File: config.mk
export PLATFORM = sky130hd
export DESIGN_NAME = keypad_scanner
export DESIGN_NICKNAME = d
export VERILOG_FILES = /design/src/rtl/keypad_scanner.sv
export SDC_FILE = /design/constraint.sdc
export NUM_CORES = 1
export LEC_CHECK = 0
export CAP_MARGIN = 20
export CORE_MARGIN = 3
export CORE_UTILIZATION = 60
export CTS_CLUSTER_SIZE = 16
export DETAILED_ROUTE_END_ITERATION = 10
export PLACE_DENSITY = 0.78
export SYNTH_ARGS = -nofsm -noshare
export SYNTH_HDL_FRONTEND = slang
export SYNTH_SLANG_ARGS = --single-unit
File: constraint.sdc
create_clock -name clock -period 15.3 [get_ports clock]
set_input_delay 3.06 -clock clock [delete_from_list [all_inputs] [get_ports clock]]
set_output_delay 3.06 -clock clock [all_outputs]
set_load 0.02 [all_outputs]
File: src/rtl/keypad_scanner.sv
// keypad_scanner: scans and debounces a 4x4 active-low keypad into one-shot command codes.
// A NOP code (4'hD) sits on cmd between accepted presses.
module keypad_scanner #(
  parameter int SCAN_DIV       = 1000,
  parameter int DEBOUNCE_SCANS = 4
) (
  input  logic       clock,
  input  logic       reset,
  input  logic [3:0] row_in,
  output logic [3:0] col_out,
  output logic [3:0] cmd,
  output logic       cmd_valid,
  output logic       key_held
);
  localparam int DW = (SCAN_DIV > 1) ? $clog2(SCAN_DIV) : 1;
  localparam logic [3:0] NOP = 4'hD;
  // Codes indexed by {row,col}, entry 0 in the low nibble.
  localparam logic [63:0] KEY_MAP = 64'hDE0F_C987_B654_A321;
  typedef enum logic [1:0] {IDLE, DEBOUNCE, HELD, RELEASE} state_t;
  state_t state_q, state_d;
  logic [3:0] s1_q, s2_q;
  logic [DW-1:0] div_q;
  logic [1:0] col_q;
  logic [15:0] snap_q, snap_d;
  logic [3:0] cand_q, cand_d, cnt_q, cnt_d, cmd_q, cmd_d;
  logic valid_q, valid_d;
  logic last, scan_done;
  logic [4:0] ones;
  logic [3:0] key, key_code;
  assign last      = div_q == DW'(SCAN_DIV - 1);
  assign scan_done = last && col_q == 2'd3;
  assign col_out   = ~(4'b0001 << col_q);
  assign cmd       = cmd_q;
  assign cmd_valid = valid_q;
  assign key_held  = state_q == HELD || state_q == RELEASE;
  assign key_code  = KEY_MAP[{key[1:0], key[3:2]} * 4 +: 4];
  always_comb begin
    snap_d = snap_q;
    if (last) snap_d[{col_q, 2'b00} +: 4] = ~s2_q;
  end
  // Classification sees the column-3 sample taken on the scan_done cycle itself.
  always_comb begin
    ones = '0;
    key  = '0;
    for (int i = 0; i < 16; i++) begin
      if (snap_d[i]) begin
        ones = ones + 5'd1;
        key  = 4'(i);
      end
    end
  end
  always_comb begin
    state_d = state_q;
    cand_d  = cand_q;
    cnt_d   = cnt_q;
    cmd_d   = NOP;
    valid_d = 1'b0;
    if (scan_done) begin
      case (state_q)
        IDLE: if (ones == 5'd1) begin
          cand_d  = key;
          cnt_d   = 4'd1;
          state_d = DEBOUNCE;
        end
        DEBOUNCE: if (ones == 5'd1 && key == cand_q) begin
          cnt_d = cnt_q + 4'd1;
          if (cnt_d == 4'(DEBOUNCE_SCANS)) begin
            state_d = HELD;
            cmd_d   = key_code;
            valid_d = key_code != NOP;
          end
        end else begin
          state_d = IDLE;
          cnt_d   = '0;
        end
        HELD: if (ones == 5'd0) begin
          cnt_d   = 4'd1;
          state_d = RELEASE;
        end
        RELEASE: if (ones == 5'd0) begin
          cnt_d = cnt_q + 4'd1;
          if (cnt_d == 4'(DEBOUNCE_SCANS)) begin
            state_d = IDLE;
            cnt_d   = '0;
          end
        end else state_d = HELD;
        default: state_d = IDLE;
      endcase
    end
  end
  always_ff @(posedge clock or posedge reset) begin
    if (reset) begin
      s1_q    <= 4'hF;
      s2_q    <= 4'hF;
      div_q   <= '0;
      col_q   <= '0;
      snap_q  <= '0;
      state_q <= IDLE;
      cand_q  <= '0;
      cnt_q   <= '0;
      cmd_q   <= NOP;
      valid_q <= 1'b0;
    end else begin
      s1_q    <= row_in;
      s2_q    <= s1_q;
      div_q   <= last ? '0 : div_q + 1'b1;
      col_q   <= last ? col_q + 2'd1 : col_q;
      snap_q  <= snap_d;
      state_q <= state_d;
      cand_q  <= cand_d;
      cnt_q   <= cnt_d;
      cmd_q   <= cmd_d;
      valid_q <= valid_d;
    end
  end
endmodule

; ---- Yosys cells after proc, flatten, opt, wreduce, memory -nomap -nowiden
; Index checks and enable logic that the tools add are counted.
[classes]
shifts = 4
eq_ne = 14
mux = 55
n_reduce_logical = 8
addsub = 19
bitwise_logic = 2
[op_table]
columns = operator, count
row1 = two-way mux 4 bit, 23
row2 = "adder 5 x 1 -> 5 bit, second input constant", 15
row3 = two-way mux 5 bit, 15
row4 = "variable part select 64 x 7 -> 4 bit, first input constant", 1
row5 = bitwise mux 16 bit, 1
row6 = two-way mux 16 bit, 1
row7 = case mux 4 bit (4 select lines), 1
row8 = "variable shift 4 x 6 -> 16 bit, first input constant", 1
row9 = variable part select 4 x 6 -> 16 bit, 1
row10 = two-way mux 2 bit, 6
row11 = "adder 10 x 1 -> 10 bit, second input constant", 1
row12 = "== test 10 bit, second input constant", 1
row13 = two-way mux 10 bit, 1
row14 = inverter 4 bit, 2
row15 = case mux 2 bit (4 select lines), 1
row16 = "== test 2 bit, second input constant", 3
row17 = two-way mux 1 bit, 6
row18 = "!= test 3 bit, second input constant", 2
row19 = negator 4 -> 6 bit, 1
row20 = "== test 5 x 1 -> 1 bit, second input constant", 1
row21 = logical NOT 5 bit, 1
row22 = AND reduction 5 bit, 1
row23 = "adder 4 x 1 -> 4 bit, second input constant", 1
row24 = "== test 4 x 3 -> 1 bit, second input constant", 1
row25 = 12 further kinds, 14
[word_totals]
ff_bits = 51
elab_cells = 112
input_bits = 6
output_inout_bits = 10

; ---- Logic depth before layout (Yosys ltp)
[depth]
ltp_word = 40
ltp_mapped = 59
ltp_nobuf = 56

; ---- Least setup slack after synthesis
; No wires, ideal clock.
[synth_timing]
kind = reg2reg
start = register col_q[0]
end = register cand_q[3]
arrival_ns = 11.207
stages_incl_launch_ff = 59
t_required_ns = 15.172
synth_period_minus_slack_ns = 11.334
path_slack_ns = 3.966
n_path_buf = 3
setup_ns = 0.128
cell_sequence = dfrtp_1 buf_2 inv_1 ha_1 clkbuf_1 nand4_1 nor4_1 a21oi_1 ha_1 clkbuf_1 and2_1 a221oi_4 ha_1 o21bai_1 o41a_4 ha_1 mux2_4 ha_1 (+23 left out) ha_1 nand2_1 o21ai_0 ha_1 nand2_1 o221ai_1 ha_1 nand2_1 nand2_1 ha_1 xnor2_1 o31ai_1 and3b_2 nor3b_2 a211oi_2 or2_4 nor4_4 mux2_1
[synth_between]
elab_chain_len = 37
elab_cells_between_ends = 53
classes_between = 16 x add/sub / 2 x eq/ne / 2 x shift / 31 x mux / 2 x reduce/logical
[synth_lines]
columns = element, line
row1 = start: declaration, 23  ; logic [1:0] col_q;
row2 = start signal: assignment, 107  ; col_q <= last ? col_q + 2'd1 : col_q;
row3 = negator 4 -> 6 bit, 39  ; if (last) snap_d[{col_q, 2'b00} +: 4] = ~s2_q;
row4 = variable part select 4 x 6 -> 16 bit / variable shift 4 x 6 -> 16 bit (equally long branches), 39
row5 = bitwise mux 16 bit, 39
row6 = two-way mux 16 bit, 39
row7 = two-way mux 1 bit, 46  ; if (snap_d[i]) begin
row8 = adder 5 x 1 -> 5 bit, 47  ; ones = ones + 5'd1;
row9 = two-way mux 5 bit, 46
row10 = adder 5 x 1 -> 5 bit, 47
row11 = (+21 left out), n/a
row12 = adder 5 x 1 -> 5 bit, 47
row13 = two-way mux 5 bit, 46
row14 = adder 5 x 1 -> 5 bit, 47
row15 = two-way mux 5 bit, 46
row16 = adder 5 x 1 -> 5 bit, 47
row17 = two-way mux 5 bit, 46
row18 = == test 5 x 1 -> 1 bit, 60  ; IDLE: if (ones == 5'd1) begin
row19 = AND reduction 3 bit (no source line), n/a
row20 = end signal: assignment, 110  ; cand_q <= cand_d;
row21 = end: declaration, 25  ; logic [3:0] cand_q, cand_d, cnt_q, cnt_d, cmd_q, cmd_d;
; Several ways; a longest one is shown, not always the timed one.
; A chain may end at the register's enable or synchronous reset.

; ---- Final worst setup path
[layout_timing]
start = register col_q[0]
end = register cnt_q[1]
[layout_between]
elab_chain_len = 39
elab_cells_between_ends = 63
classes_between = 16 x add/sub / 6 x eq/ne / 2 x shift / 35 x mux / 4 x reduce/logical
[layout_lines]
columns = element, line
row1 = negator 4 -> 6 bit, 39
row2 = variable part select 4 x 6 -> 16 bit / variable shift 4 x 6 -> 16 bit (equally long branches), 39
row3 = bitwise mux 16 bit, 39
row4 = two-way mux 16 bit, 39
row5 = two-way mux 1 bit, 46
row6 = adder 5 x 1 -> 5 bit, 47
row7 = two-way mux 5 bit, 46
row8 = adder 5 x 1 -> 5 bit, 47
row9 = (+23 left out), n/a
row10 = adder 5 x 1 -> 5 bit, 47
row11 = two-way mux 5 bit, 46
row12 = adder 5 x 1 -> 5 bit, 47
row13 = two-way mux 5 bit, 46
row14 = == test 5 x 1 -> 1 bit, "60, 65"
row15 = logical AND 1 bit, 65  ; DEBOUNCE: if (ones == 5'd1 && key == cand_q) begin
row16 = two-way mux 4 bit, 65
row17 = case mux 4 bit (4 select lines), 59  ; case (state_q)
row18 = end signal: assignment, 111  ; cnt_q <= cnt_d;
row19 = end: declaration, 25
; Several ways; a longest one is shown, not always the timed one.

==> impl_summary.txt <==
----------------------------------------------------
[Synth]
  Count of yosys warnings during synthesis ... 0
  Total nets after synthesis ... 581
  Adder-cell share of the synthesized area ... 0.0668
  Fraction of the mapped netlist area in simple logic gates ... 0.246
  Sequential share of the synthesized area ... 0.257
  #FFs+latches synth ... 51
  Share of the synthesized netlist area taken by xor and xnor gates ... 0.147
  Number of enable flip-flop cells after synthesis ... 0
  Post-synth ARST share ... 1.00
  Synth Area in Compound Gates ... 0.191
  Most common flop cell mapped by yosys ... sky130_fd_sc_hd__dfrtp_1
  Netlist area before placement ... 5020 sq um
  Syn avg cell area ... 9.14 sq um
  Largest family of logic cells by synthesized area ... simple AND/OR/NAND/NOR gates
  Number of instances in the synthesized netlist ... 549
  Cell variety after synth ... 99
  Multiplexer fraction of the synthesized cell area ... 0.0429

[Die]
  Number of standard-cell rows in the floorplan ... 32
  Chip width ... 97.5 um
  Die area ... 9500 sq um
  Die H ... 97.5 um
  Ports placed on the boundary ... 16
  Core region area ... 7930 sq um
  Starting Density ... 0.633

[Route]
  TritonRoute pass-1 iters ... 5
  Number of vias in the routed layout ... 4173
  Total wire length after detailed routing ... 11500 um
  Number of vias per cell after detailed routing ... 6.39
  Number of nets with antenna violations after routing ... 0
  Remaining routing DRC violations ... 0
  Detailed Route Iter0 Violations ... 295
  Routed length per placed instance ... 17.7 um

[Final layout]
  Combined area of the multi-input logic cells ... 3480 sq um
  Fin nets ... 582
  Post-layout util ... 0.672
  Layout cell share with drive strength beyond 1 ... 0.147
  Layout Area Growth over Synthesis ... 6.13%
  Design Area, Final ... 5330 sq um
  Sequential standard cell area ... 1290 sq um
  Cell Count, Final, Fillers Out ... 653
  Number of filler cells placed in the layout ... 612
  Diode insertion count for antenna repair ... 0

[Power]
  Share of total power in the clock network ... 0.415
  Sequential Power Share ... 0.559
  Ratio of total power to cell area ... 46.4 nW/um^2
  Pleak ... 2.35 nW
  IR drop worst, VDD ... 0.0563 mV
  Logic gate share of total power ... 0.026
  Switching part of the total power ... 0.219
  Switching pwr ... 0.0541 mW
  Power after layout ... 0.247 mW
  Design internal power ... 0.193 mW

[Placement]
  Weighted congestion reported at the end of routability-driven placement ... 0.915
  Post-placement cell count ... 643
  HPWL after DPL ... 8730 um
  Worst-case setup slack after placement ... 2.91 ns
  Buffers added on ports ... 15
  Placed Area ... 5180 sq um

[Clocking]
  Clock tree root driver cell ... sky130_fd_sc_hd__clkbuf_8
  CTS tree ... built
  Number of buffers inserted during clock tree synthesis ... 5
  Number of instances resized during post-cts repair ... 0
  Clock transition time at the flip-flop clock pins of the worst setup and hold paths ... 0.10 ns
  CTS H-tree depth ... 2
  Insertion delay to the later sink of the worst-skew pair ... 0.32 ns
  Post-CTS setup buffers ... 0
  CTS sink count ... 51
  Maximum buffer depth of the clock tree ... 2
  Hold_buf cts ... 0

[Hold path]
  HP Class ... reg2reg

[Global route]
  Gr ovfl total ... 0
  Gr usage total ... 0.244
  Via count of the first global-routing pass ... 3967
  Antenna violations before repair ... 0
  Wire length of the first global-routing pass ... 19400 um
  Maximum number of pins on one net before global-route repair ... 52

[Setup path]
  Type of element capturing the critical path ... flop
  Worst setup path end ... cnt_q[1]
  Data arrival, critical path ... 12.74 ns
  Most frequent cell on the critical path ... sky130_fd_sc_hd__ha_1
  Required time of the worst setup path ... 15.51 ns
  Setup CP Type ... reg2reg
  Slowest cell on the critical path ... sky130_fd_sc_hd__dfrtp_1
  R2R Path Start ... col_q[0]
  Top fanout value on the critical path ... 17
  Critical path's largest stage delay ... 0.56 ns
  Critical Path Start Type ... flop
  Reg-to-Reg End ... cnt_q[1]
  Worst setup path startpoint ... col_q[0]
  R2R setup slack ... 2.77 ns
  Worst r2r path cells ... 54

[STA]
  Clock tree skew after final layout ... 0.00767 ns
  Summed negative setup slack over all endpoints ... 0 ns
  Total count of hold-check failures in the final report ... 0
  Post-route clock period utilization ... 0.819
  Unrepaired setup endpoints after global routing ... false
  Min setup slack post-route ... 2.77 ns
  Final-report max-slew violation count ... 0
  WHS ... 0.360 ns
  Actual transition at the worst max-transition pin ... 0.865 ns
  Peak Freq ... 79.8 MHz
  Clock period minus final worst setup slack ... 12.53 ns
  Worst slew margin relative to its limit ... 0.421
  Final setup viols ... 0

[Status]
  Status ... complete, no violations

[Job]
  Total of max-cap violations ... 0

----------------------------------------------------
## cell usage after synthesis (all sizes together) (4+ instances only)
master	count	area [sq um]
or2	9	58.8
inv	31	116
xor2	14	145
o31a	11	96.3
a21oi	17	88.8
o221ai	4	52.6
nand4	10	68.8
a31oi	5	31.3
and2	8	50.1
o21bai	5	37.5
dfrtp	40	1000
nor2	43	161
nand2b	5	31.3
xnor2	40	407
mux2	9	105
nor3	16	80.1
nor3b	4	35.0
ha	26	325
nor4bb	4	40.0
clkbuf	14	52.6
nor4b	6	71.3
nor2b	4	25.0
a2bb2oi	4	41.3
or3	7	43.8
xnor3	4	91.3
a21o	4	30.0
o21ai	24	124
nand3	18	90.1
buf	10	71.3
nor4	9	83.8
o31ai	9	77.6
mux2i	11	110
nand2	49	184
xor3	4	96.3
and4	4	37.5
dfstp	11	289
## cells in the final DEF (no fill, tap or decap), types with 7 or more instances in the layout
cell,count
sky130_fd_sc_hd__nor3_1,16
sky130_fd_sc_hd__ha_1,26
sky130_fd_sc_hd__dfstp_2,11
sky130_fd_sc_hd__nand4_1,9
sky130_fd_sc_hd__xor2_1,11
sky130_fd_sc_hd__mux2i_1,11
sky130_fd_sc_hd__nor2_1,43
sky130_fd_sc_hd__inv_1,27
sky130_fd_sc_hd__nand2_1,49
sky130_fd_sc_hd__o21ai_0,17
sky130_fd_sc_hd__clkdlybuf4s50_1,15
sky130_fd_sc_hd__or3_1,7
sky130_fd_sc_hd__a21oi_1,16
sky130_fd_sc_hd__nand3_1,18
sky130_fd_sc_hd__o31ai_1,7
sky130_fd_sc_hd__and2_1,8
sky130_fd_sc_hd__o31a_1,11
sky130_fd_sc_hd__dfrtp_1,40
sky130_fd_sc_hd__xnor2_1,34
## sequential cells by signal (all words and copies together) (netlist names), 2 cells and up
name,flops
cnt_q,4
cmd,4
div_q,10
s1_q,4
state_q,2
s2_q,4
col_q,2
cand_q,4
snap_q,16
## final cells by class
cell class                 count  area share
tap                          102      0.0240
clock buffer                   6      0.0155
multi-input combinational    441       0.654
inverter                      33      0.0233
sequential                    51       0.242
timing repair buffer          18      0.0343
clock inverter                 2     0.00728
## power by group through the flow
stage / clock [mW] / combinational (mW) / sequential [mW]
2_1_floorplan: 0 / 0.00351 / 0.140
3_3_place_gp: 0 / 0.00573 / 0.141
3_5_place_dp: 0 / 0.00593 / 0.141
4_1_cts: 0.105 / 0.00597 / 0.138
5_1_grt: 0.111 / 0.00721 / 0.138
6_report: 0.103 / 0.00642 / 0.138
## routing by layer
layer  up-vias  part of all wire  track usage
li1       2010                 -            -
met1      2014              0.49        0.360
met2       131              0.45        0.376
met3        18             0.050       0.0302
met4         0             0.015       0.0671
met5         -                 0            0
## logic make-up (layout without fill, tap and decap cells)
logic type / after synthesis / count (layout)
DFF: 51 / 51
xor gates and xnor gates: 62 / 62
AOI/OAI and AO/OA: 119 / 119
adders and majority gates: 27 / 27
muxes: 20 / 20
buffers and inverters: 57 / 59
and+or+nand+nor: 213 / 213
## how the worst min path moves through the flow
| stage | startpoint | to | depth (start not counted) |
|---|---|---|---|
| floorplan | s1_q[0] | s2_q[0] | 0 |
| CTS | s1_q[2] | s2_q[2] | 0 |
| finish | s1_q[0] | s2_q[0] | 0 |
| global route | s1_q[2] | s2_q[2] | 0 |
| detailed placement | s1_q[1] | s2_q[1] | 0 |
| global placement | s1_q[1] | s2_q[1] | 0 |
## worst max-delay path: cells and delay by family, from the launching register on
family | cells | cell delay (ns)
AO/OA/AOI/OAI | 16 | 3.48
XOR/XNOR | 1 | 0.14
adder cells (fa/ha/maj) | 15 | 4.67
buffers and inverters | 4 | 0.43
flip-flops | 1 | 0.56
multiplexers | 4 | 1.21
AND/OR/NAND/NOR | 14 | 1.89
Note: power is estimated with default switching activity, not from simulation.
